<file path="src/rtl/piso_shift_ctrl_if.sv">
// Upstream word handshake into piso_shift_ctrl. A word transfers on a posedge
// where in_valid && in_ready; the source holds in_data/in_valid until then.
interface piso_shift_ctrl_if #(
  parameter int WIDTH = 4
);
  logic             in_valid;
  logic [WIDTH-1:0] in_data;
  logic             in_ready;

  modport master (output in_valid, output in_data, input in_ready);
  modport slave  (input in_valid, input in_data, output in_ready);
endinterface

</file>
<file path="src/rtl/piso_shift_ctrl.sv">
// Sequencer for a WIDTH-bit PISO: accepts a word, strobes load, paces shifting
// on tick, flags bit validity and frame edges, then inserts an idle gap.
module piso_shift_ctrl #(
  parameter int WIDTH      = 4,
  parameter int GAP_CYCLES = 1,
  parameter int CNT_W      = 3
) (
  input  logic             clk,
  input  logic             res,
  piso_shift_ctrl_if.slave up,
  input  logic             tick,
  input  logic             flush,
  output logic [WIDTH-1:0] d,
  output logic             load,
  output logic             shift_en,
  output logic             bit_valid,
  output logic [CNT_W-1:0] bit_cnt,
  output logic             frame_start,
  output logic             frame_end,
  output logic             busy,
  output logic [1:0]       state_dbg
);

  localparam int GAP_W = (GAP_CYCLES > 1) ? $clog2(GAP_CYCLES) : 1;

  typedef enum logic [1:0] {
    IDLE  = 2'd0,
    LOAD  = 2'd1,
    SHIFT = 2'd2,
    GAP   = 2'd3
  } state_t;

  state_t             state_q, state_d;
  logic               in_ready_q, in_ready_d;
  logic [WIDTH-1:0]   d_q, d_d;
  logic               load_q, load_d;
  logic               bit_valid_q, bit_valid_d;
  logic [CNT_W-1:0]   bit_cnt_q, bit_cnt_d;
  logic               frame_start_q, frame_start_d;
  logic               busy_q, busy_d;
  logic [GAP_W-1:0]   gap_q, gap_d;
  logic               last_bit;

  assign last_bit = (bit_cnt_q == CNT_W'(WIDTH - 1));

  always_ff @(posedge clk or negedge res) begin
    if (!res) begin
      state_q       <= IDLE;
      in_ready_q    <= 1'b0;
      d_q           <= '0;
      load_q        <= 1'b0;
      bit_valid_q   <= 1'b0;
      bit_cnt_q     <= '0;
      frame_start_q <= 1'b0;
      busy_q        <= 1'b0;
      gap_q         <= '0;
    end else begin
      state_q       <= state_d;
      in_ready_q    <= in_ready_d;
      d_q           <= d_d;
      load_q        <= load_d;
      bit_valid_q   <= bit_valid_d;
      bit_cnt_q     <= bit_cnt_d;
      frame_start_q <= frame_start_d;
      busy_q        <= busy_d;
      gap_q         <= gap_d;
    end
  end

  always_comb begin
    state_d       = state_q;
    in_ready_d    = in_ready_q;
    d_d           = d_q;
    load_d        = 1'b0;
    bit_valid_d   = bit_valid_q;
    bit_cnt_d     = bit_cnt_q;
    frame_start_d = 1'b0;
    busy_d        = busy_q;
    gap_d         = gap_q;
    shift_en      = 1'b0;
    frame_end     = 1'b0;

    // flush outranks everything, including an accept in IDLE
    if (flush) begin
      state_d     = IDLE;
      in_ready_d  = 1'b1;
      bit_valid_d = 1'b0;
      bit_cnt_d   = '0;
      busy_d      = 1'b0;
      gap_d       = '0;
    end else begin
      case (state_q)
        IDLE: begin
          in_ready_d = 1'b1;
          if (up.in_valid && in_ready_q) begin
            d_d        = up.in_data;
            load_d     = 1'b1;
            in_ready_d = 1'b0;
            busy_d     = 1'b1;
            state_d    = LOAD;
          end
        end
        LOAD: begin
          state_d       = SHIFT;
          bit_valid_d   = 1'b1;
          bit_cnt_d     = '0;
          frame_start_d = 1'b1;
        end
        SHIFT: begin
          if (tick) begin
            if (!last_bit) begin
              shift_en  = 1'b1;
              bit_cnt_d = bit_cnt_q + CNT_W'(1);
            end else begin
              frame_end   = 1'b1;
              bit_valid_d = 1'b0;
              bit_cnt_d   = '0;
              gap_d       = '0;
              if (GAP_CYCLES == 0) begin
                state_d    = IDLE;
                in_ready_d = 1'b1;
                busy_d     = 1'b0;
              end else begin
                state_d = GAP;
              end
            end
          end
        end
        GAP: begin
          // in_ready is raised on the exit edge so it is already 1 in the first IDLE cycle
          if (gap_q == GAP_W'(GAP_CYCLES - 1)) begin
            state_d    = IDLE;
            in_ready_d = 1'b1;
            busy_d     = 1'b0;
            gap_d      = '0;
          end else begin
            gap_d = gap_q + GAP_W'(1);
          end
        end
        default: state_d = IDLE;
      endcase
    end
  end

  assign up.in_ready   = in_ready_q;
  assign d             = d_q;
  assign load          = load_q;
  assign bit_valid     = bit_valid_q;
  assign bit_cnt       = bit_cnt_q;
  assign frame_start   = frame_start_q;
  assign busy          = busy_q;
  assign state_dbg     = state_q;

endmodule

</file>
<file path="src/flat_wrapper.sv">
// flat-port wrapper written by rule: the top's interface ports become plain ports
module piso_shift_ctrl_flat 
#(
  parameter int WIDTH      = 4,
  parameter int GAP_CYCLES = 1,
  parameter int CNT_W      = 3
)
  (clk, res, tick, flush, d, load, shift_en, bit_valid, bit_cnt, frame_start, frame_end, busy, state_dbg, up_in_valid, up_in_data, up_in_ready);
  piso_shift_ctrl_if #(.WIDTH(WIDTH)) up_i ();
  input  logic clk;
  input  logic res;
  input  logic tick;
  input  logic flush;
  output logic [WIDTH-1:0] d;
  output logic load;
  output logic shift_en;
  output logic bit_valid;
  output logic [CNT_W-1:0] bit_cnt;
  output logic frame_start;
  output logic frame_end;
  output logic busy;
  output logic [1:0] state_dbg;
  input wire logic [$bits(up_i.in_valid)-1:0] up_in_valid;
  input wire logic [$bits(up_i.in_data)-1:0] up_in_data;
  output wire logic [$bits(up_i.in_ready)-1:0] up_in_ready;
  assign up_i.in_valid = up_in_valid;
  assign up_i.in_data = up_in_data;
  assign up_in_ready = up_i.in_ready;
  piso_shift_ctrl #(.WIDTH(WIDTH), .GAP_CYCLES(GAP_CYCLES), .CNT_W(CNT_W)) u_core (.clk(clk), .res(res), .up(up_i), .tick(tick), .flush(flush), .d(d), .load(load), .shift_en(shift_en), .bit_valid(bit_valid), .bit_cnt(bit_cnt), .frame_start(frame_start), .frame_end(frame_end), .busy(busy), .state_dbg(state_dbg));
endmodule
</file>
<file path="config.mk">
export PLATFORM = sky130hd
export DESIGN_NAME = piso_shift_ctrl_flat
export DESIGN_NICKNAME = d
export VERILOG_FILES = /design/src/rtl/piso_shift_ctrl_if.sv /design/src/rtl/piso_shift_ctrl.sv /design/src/flat_wrapper.sv
export SDC_FILE = /design/constraint.sdc
export NUM_CORES = 1
export LEC_CHECK = 0
export BUFFER_PORTS_ARGS = -buffer_cell sky130_fd_sc_hd__buf_2
export CAP_MARGIN = 20
export CORE_MARGIN = 3
export CORE_UTILIZATION = 33
export CTS_CLUSTER_DIAMETER = 80
export CTS_CLUSTER_SIZE = 30
export DETAILED_ROUTE_END_ITERATION = 16
export SKIP_CTS_REPAIR_TIMING = 1
export SLEW_MARGIN = 0
export SYNTH_ARGS = -nofsm -noshare
export SYNTH_HDL_FRONTEND = slang
export SYNTH_SLANG_ARGS = --single-unit
export TNS_END_PERCENT = 20
</file>
<file path="constraint.sdc">
create_clock -name clk -period 1.7 [get_ports clk]
set_clock_uncertainty 0.2 [all_clocks]
set_input_delay 0.085 -clock clk [delete_from_list [all_inputs] [get_ports clk]]
set_output_delay 0.085 -clock clk [all_outputs]
set_load 0.1 [all_outputs]
</file>
==> impl_metrics.toml <==
[hold_path]
holdCritPathClass = "in -> reg"

[drt]
antenna_left = 0
wl_um = 1680
via_per_inst = 4.68
drc = 0
vias = 609
drt_iter0_drc = 9
wl_per_cell_um = 12.9
first_pass_iters = 4

[synth]
synth.most_common_cell = "dfrtp_1"
ys_warn_count = 0
synth_area_leader_cell = "dfrtp_1"
synth_common_cells = "dfrtp_1 (14), ha_1 (6), mux2_2 (4)"
syn_inst = 60
syn_avg_cell_area_um2 = 11.4
synth_top_flop_cell = "dfrtp_1"
syn_nets = 75
synthArstFlopShare_pct = 100
ys_ff_latch = 14
synth-edff-count = 0
yosys-top-cells-area = "dfrtp_1 (51%), ha_1 (11%), mux2_2 (6.6%), nand2b_1 (2.7%), a21oi_1 (2.2%)"
yosysSeqAreaShare_pct = 51.1
netlist-cell-type-count = 26
netlist_area_um2 = 686
synth_top_area_share_pct = 51.1

[timing]
period_share_pct = 113
slew_headroom_pct = 67.5
maxSlewViolCount = 0
tightest_slew_ns = 0.490
finalHoldViolCount = 0
setup_violations = 5
min_period_ns = 1.92
rsz0062_at_grt = "yes"
fmax_ghz = 0.522
worst_slack_ns = -0.216

[clock_tree]
cts_tree = "yes"
cts.clk_slew.worst_paths_ns = 0.09
h-tree-depth = 1
cts-root-buf = "clkbuf_4"
clkSinkCount = 14
cts_buffers = 3
worstSkewPairLatency_ns = 0.28
clockBufferDepth = 2

[status]
outcome = "finished with violations"
violations = "setup timing"

[floorplan]
die_w_um = 51.6
rows = 15
fp.coreArea_mm2 = 0.00184
dieArea_mm2 = 0.00266
die_y_um = 51.6
pin_count = 25
initial_utilization_pct = 37.3

[worst_setup_path]
path_cells = "inv_4, buf_6, ha_4, nand2_8, nor3b_4, buf_12"
critPathRequiredTime_ns = 1.41
critPathSlowestCell = "dfrtp_4"
slowest_delay_ns = 0.49
critPathKind = "reg -> out"
end_kind = "primary output"
cp_max_fo = 4
critPathLaunchType = "register"
critPathArrivalTime_ns = 1.63

[run]
maxCapViolCount = 0

[grt]
grt_pass1_vias = 531
grt_pass1_wl_um = 2390
grt_max_degree = 15
antenna_found_initial = 0
grt.total_usage_pct = 12.6
grt-ovfl-total = 0

[finish]
design_area_mm2 = 0.00118
nets = 121
fillerInstances = 168
fin_util_pct = 64.1
diodes = 0
area_growth_pct = 71.9
drive_above_1_share_pct = 56.2

[place]
dpl.hpwl_um = 1160
placed_area_um2 = 978
io_buffers = 24
gp_congestion = 0.795
-- final cells by class --
type                       instances  area, um2  share of cell area [%]
clock buffer                       4       36.3                    3.08
multi-input combinational         42        424                    36.0
sequential                        14        367                    31.1
inverter                           3       13.8                    1.17
tap                               25       31.3                    2.65
timing repair buffer              42        307                    26.0
-- kinds of logic (layout without fill, tap and decap cells) --
logic type      after synthesis  in the layout  synth area share (%)
compound gates               11             11                  10.6
simple gates                 20             20                  17.0
fa+ha+maj                     6              6                  10.9
buf+inv                       4             49                  2.37
flops                        14             14                  51.1
mux                           5              5                  8.03
-- per-layer routing --
| metal | global-route usage (%) | part of all wire, % |
|---|---|---|
| met1 | 15.8 | 44 |
| met2 | 20.3 | 51 |
| met3 | 1.72 | 4.0 |
| met4 | 7.86 | 1.0 |
| met5 | 0 | 0 |
-- sequential cells by signal, indices dropped and copies added (netlist names) --
signal              cells
u_core.d                4
u_core.bit_cnt          3
u_core.state_dbg        2
u_core.bit_valid        1
u_core.busy             1
u_core.frame_start      1
u_core.load             1
u_core.up.in_ready      1
-- cell usage in the layout (no fill, tap or decap), types with 2 or more instances in the layout --
master and count:
nand2b_1 3, buf_12 2, nand3_1 2, dlygate4sd3_1 7, dfrtp_1 9, inv_1 2
o21ai_0 2, ha_1 3, buf_2 22, ha_4 3, nand2_1 2, buf_4 10
dfrtp_4 4, a21oi_1 3, clkbuf_4 3, nor2_1 2, mux2_4 2, mux2_2 2
-- worst max-delay path, delay by kind of cell (launching register included) --
| family | cells | cell delay, ns |
|---|---|---|
| DFF | 1 | 0.49 |
| buffers and inverters | 3 | 0.37 |
| and+or+nand+nor | 2 | 0.31 |
| adders and majority gates | 1 | 0.17 |
-- metrics by stage --
stage	hold slack [ns]	worst slack, ns	TNS (ns)	instances
after floorplan	-0.411	-0.604	-3.19	60
after global placement	-0.201	0.0256	0	113
after detailed placement	-0.190	-0.0228	-0.0259	113
after CTS	-0.501	-0.255	-0.580	117
after global routing	0.00961	-0.272	-0.883	130
final	0.00876	-0.216	-0.511	130
-- path summary, 6_finish.rpt --
kind | from | end | slack [ns] | depth (start not counted)
setup / recovery | u_core.state_dbg[0] | frame_end | -0.22 | 6
hold / removal | tick | u_core.bit_cnt[2] | 0.009 | 3
setup reg to reg | u_core.state_dbg[0] | u_core.d[1] | -0.05 | 6
hold reg to reg | u_core.d[0] | u_core.d[0] | 0.31 | 1
max in group asynchronous | res | u_core.state_dbg[0] | 0.98 | 2
min in group asynchronous | res | u_core.d[3] | 0.04 | 2
Power is left out: the tool's default activity adds up to more than one toggle a clock period on the data nets, which glitch-free logic cannot reach.
